**src/rtl/alu_sequencer.sv**
```systemverilog
// Micro-instruction sequencer driving the ALU control strobes over a valid/ready handshake.
// Optional: define ALU_SEQ_SIGNED_COND_EN to evaluate condition codes 110 (V) and 111 (N^V).
module alu_sequencer (
  input  logic       i_clk,
  input  logic       i_nReset,
  input  logic       i_instrValid,
  input  logic [7:0] i_instr,
  output logic       o_instrReady,
  input  logic       i_flagNegative,
  input  logic       i_flagZero,
  input  logic       i_flagOverflow,
  input  logic       i_flagCarry,
  output logic       o_ctrlAluYNWE,
  output logic       o_ctrlAluNOE,
  output logic       o_ctrlAluSub,
  output logic [1:0] o_ctrlAluOp,
  output logic       o_writeStrobe,
  output logic       o_branchTaken,
  output logic       o_done
);

  typedef enum logic [2:0] {IDLE, EXEC, WRITE, EVAL, FIN} state_t;
  typedef enum logic [1:0] {CLS_ALU = 2'b00, CLS_CMP = 2'b01, CLS_BR = 2'b10, CLS_NOP = 2'b11} class_t;

  state_t     state, nextState;
  class_t     instrClass;
  logic [1:0] instrOp;
  logic       instrSub;
  logic       accept;
  logic       condTrue;

  // Flags are stable from the accepting edge through EVAL (nothing latches them in between),
  // so evaluating at accept lets the branch result leave a register during EVAL.
  always_comb begin
    // NOTE: every variable gets a default first so no path leaves it unassigned (no latch).
    condTrue = 1'b0;
    case (i_instr[2:0])
      3'b000:  condTrue = 1'b1;
      3'b001:  condTrue = i_flagZero;
      3'b010:  condTrue = !i_flagZero;
      3'b011:  condTrue = i_flagCarry;
      3'b100:  condTrue = !i_flagCarry;
      3'b101:  condTrue = i_flagNegative;
`ifdef ALU_SEQ_SIGNED_COND_EN
      3'b110:  condTrue = i_flagOverflow;
      3'b111:  condTrue = i_flagNegative ^ i_flagOverflow;
`endif
      default: condTrue = 1'b0;
    endcase
  end

`ifndef ALU_SEQ_SIGNED_COND_EN
  logic unusedOverflow;
  assign unusedOverflow = i_flagOverflow;
`endif

  always_comb begin
    nextState = state;
    accept    = 1'b0;
    case (state)
      IDLE: begin
        accept = i_instrValid && o_instrReady;
        if (accept) begin
          case (class_t'(i_instr[7:6]))
            CLS_ALU, CLS_CMP: nextState = EXEC;
            CLS_BR:           nextState = EVAL;
            default:          nextState = FIN;
          endcase
        end
      end
      EXEC:    nextState = (instrClass == CLS_ALU) ? WRITE : FIN;
      WRITE:   nextState = IDLE;
      EVAL:    nextState = IDLE;
      FIN:     nextState = IDLE;
      default: nextState = IDLE;
    endcase
  end

  // Outputs are registered copies of the decode of the next state.
  always_ff @(posedge i_clk or negedge i_nReset) begin
    if (!i_nReset) begin
      state         <= IDLE;
      instrClass    <= CLS_ALU;
      instrOp       <= 2'b00;
      instrSub      <= 1'b0;
      o_instrReady  <= 1'b1;
      o_ctrlAluYNWE <= 1'b1;
      o_ctrlAluNOE  <= 1'b1;
      o_writeStrobe <= 1'b0;
      o_branchTaken <= 1'b0;
      o_done        <= 1'b0;
    end else begin
      // NOTE: non-blocking assignments so every register samples pre-edge values.
      state         <= nextState;
      o_instrReady  <= (nextState == IDLE);
      o_ctrlAluYNWE <= (nextState != EXEC);
      o_ctrlAluNOE  <= (nextState != WRITE);
      o_writeStrobe <= (nextState == WRITE);
      o_branchTaken <= (nextState == EVAL) && condTrue;
      o_done        <= (nextState == WRITE) || (nextState == EVAL) || (nextState == FIN);
      if (accept) begin
        instrClass <= class_t'(i_instr[7:6]);
        instrOp    <= i_instr[5:4];
        instrSub   <= i_instr[3];
      end
    end
  end

  // Op/sub simply hold the last latched fields; only the strobes are state-gated.
  assign o_ctrlAluOp  = instrOp;
  assign o_ctrlAluSub = instrSub;

endmodule

```
**config.mk**
```make
export PLATFORM = sky130hd
export DESIGN_NAME = alu_sequencer
export DESIGN_NICKNAME = d
export VERILOG_FILES = /design/src/rtl/alu_sequencer.sv
export SDC_FILE = /design/constraint.sdc
export NUM_CORES = 1
export LEC_CHECK = 0
export ABC_AREA = 0
export CORE_MARGIN = 2
export CORE_UTILIZATION = 30
export CTS_BUF_LIST = sky130_fd_sc_hd__clkbuf_16
export CTS_CLUSTER_DIAMETER = 60
export DETAILED_ROUTE_END_ITERATION = 10
export GPL_TIMING_DRIVEN = 0
export PLACE_DENSITY = 0.67
export SLEW_MARGIN = 20
export SYNTH_ARGS = -nofsm -noshare
export SYNTH_HDL_FRONTEND = slang
export SYNTH_SLANG_ARGS = --single-unit
```
**constraint.sdc**
```tcl
create_clock -name i_clk -period 1.2 [get_ports i_clk]
set_input_delay 0.3 -clock i_clk [delete_from_list [all_inputs] [get_ports i_clk]]
set_output_delay 0.3 -clock i_clk [all_outputs]
set_load 0.005 [all_outputs]
```
==> metrics.txt <==
WL/cell=12.5 µm; critical path type=register to register; DRC errors left=0; number of max-cap violations=0; worst hold slack=450 ps; vias in the first global route=437; via count=492; Clock Skews=2.61 ps; P_sw=0.000607 W; GRT overflow=0; antenna violations before repair=0; Inst Count DP=92; DP Area=846 µm²; flops & latches, synth=14; worst-margin pin slew=619 ps; Worst VDD drop=0.00101 V; most common cell after layout, fill and taps aside=clkdlybuf4s50_1; Hold Vio Cnt, Final=0; number of fillers in the final layout=149; syn avg cell area=13.0 µm²; final setup TNS=-1180 ps; Tot Pwr=0.00224 W; Mapped Area=584 µm²; net count after synthesis=60; final instance area=993 µm²; most frequent cells in the layout=12 x clkdlybuf4s50_1, 10 x dfrtp_1, 6 x dlygate4sd2_1; clock buffer depth=2; Clk Latency, worst-skew pair=240 ps; maximum clock frequency=737 MHz; Final ANT Viol Nets=0; crit end category=register; Layout Cells excl Fill=101; die height=48.1 µm; DIE AREA=0.00232 mm²; DR vias/cell=4.87; CTS Buf Count=3; sequential share of power=37.0%; CTS tree=done; Die Wd=48.1 µm; layout cell share with drive strength beyond 1=35.5%; part of the power in the clock network=27.8%; Max Slew Vio Count=0; H-Tree Depth=1; final wirelength=1.27 mm; hpwl dp=873 µm; Setup crit start kind=register; biggest fanout along the worst timing path=6; clk sinks=14; RSZ-0062 raised after global routing=true; clk root buf=clkbuf_16; initial core utilization=32.8%; Slew headroom=58.6%; post-synth top area share=47.1%; Gate power share=35.2%; Tcrit/Tclk final=113%; Ant. Diodes=0; Reg clk slew, reported paths=50 ps; crit path DAT=1480 ps; synthesis-to-finish area growth=70.0%; crit path time final=1360 ps; Min-Delay Path Class=input pin to async pin; Syn Inst Count=45; # port buffers=22; Synth cell types=20; outcome=complete, but fails checks; PD cells=2260 mW/mm²; first-pass GRT wire length=1.90 mm; I/O pins=24; leakage=0.455 nW; area leader, netlist=dfrtp_1; global-route usage over all layers=12.9%; Setup Viol. Count Final=10; sw frac=27.1%; DRT Pass-1 Iters=4; Core Box Area=0.00178 mm²; row count=15; sequential area share after synthesis=60.6%; ranking of synthesized cells by area=dfrtp_1 47%, dfstp_2 13%, mux2_2 9.6%; Int Power=0.00164 W; Nets=92; setup ws final=-157 ps; Synth warnings=0; initial DRC count=4; largest net degree at the start of global routing=15; Routability Congestion=0.679; hold_buf cts=0; failing checks=negative setup slack; Crit path required time=1320 ps
-- per-layer routing --
| metal | vias up | routed length [µm] | share of wire (%) | track usage (%) |
|---|---|---|---|---|
| met1 | 235 | 572 | 45 | 15.1 |
| li1 | 235 | - | - | - |
| met2 | 18 | 583 | 46 | 19.5 |
| met3 | 4 | 63 | 5.0 | 3.33 |
| met5 | - | 0 | 0 | 0 |
| met4 | 0 | 48 | 3.8 | 11.4 |
-- final timing paths --
check | end | depth (start not counted) | start | slack (ps)
max | o_ctrlAluOp[0] | 4 | o_instrReady | -160
min | state[1] | 1 | i_nReset | 450
max reg2reg | o_ctrlAluOp[0] | 4 | o_instrReady | -160
min reg2reg | o_ctrlAluOp[0] | 1 | o_ctrlAluOp[0] | 500
max in group asynchronous | state[0] | 1 | i_nReset | 310
min in group i_clk | o_ctrlAluOp[0] | 1 | o_ctrlAluOp[0] | 500
-- power by group through the flow --
stage / clock network [W] / registers [W] / logic, W
after global placement: 0 / 0.000813 / 0.000613
after floorplan: 0 / 0.000811 / 0.000307
final: 0.000623 / 0.000830 / 0.000790
after detailed placement: 0 / 0.000829 / 0.000626
after CTS: 0.000624 / 0.000823 / 0.000716
after global routing: 0.000645 / 0.000861 / 0.000865
-- synth_stat cells --
library cell and number:
a21oi_1 2, a311oi_1 1, a31oi_1 1, and3b_1 2
dfrtp_1 11, dfstp_2 3, inv_1 1, mux2_2 5
nand2_1 3, nand2b_1 2, nor2_1 1, nor2b_1 1
nor3_1 2, nor4_1 1, nor4_4 1, o21ai_0 3
o21bai_1 1, o31a_2 1, or3_1 2, or4_4 1
-- worst max-delay path, stage by stage, from the launching register on --
cell	delay (ps)
dfstp_2	560
nand2_4	70
nor4_4	140
buf_6	170
mux2_4	300
-- flip-flops by register name, indices dropped and copies added, names as in the netlist --
| register | flops |
|---|---|
| o_ctrlAluNOE | 1 |
| state | 3 |
| o_ctrlAluOp | 2 |
| o_writeStrobe | 1 |
| instrClass | 2 |
| o_instrReady | 1 |
| o_done | 1 |
| o_branchTaken | 1 |
| o_ctrlAluSub | 1 |
| o_ctrlAluYNWE | 1 |
-- layout make-up --
class	instances	area, µm²	area share [%]
multi-input cells	30	275	27.7
clock buffers	3	75.1	7.56
well taps	25	31.3	3.15
clock inverters	1	3.75	0.378
repair buffers	27	249	25.1
inverters	1	3.75	0.378
flip-flops and latches	14	355	35.8
-- stage by stage --
stage	utilization [%]	setup slack [ps]
after floorplan	-	-198
after global placement	47.4	-594
after detailed placement	47.4	-611
after CTS	54.1	-220
after global routing	55.7	-222
final	55.7	-157
-- logic make-up (layout without fill, tap and decap cells) --
family | Yosys count | after routing | synth area share [%]
flops | 14 | 14 | 60.6
compound gates | 9 | 9 | 9.85
simple gates | 16 | 16 | 19.3
buf+inv | 1 | 32 | 0.642
mux | 5 | 5 | 9.64
-- timing repair --
| action | 4_1_cts | 5_1_grt |
|---|---|---|
| pin swaps | 1 | 1 |
| resized for setup | 26 | 6 |
| setup endpoints to repair | 19 | 13 |
| buffers inserted | 3 | 2 |
Power figures use the tool's default switching activity.
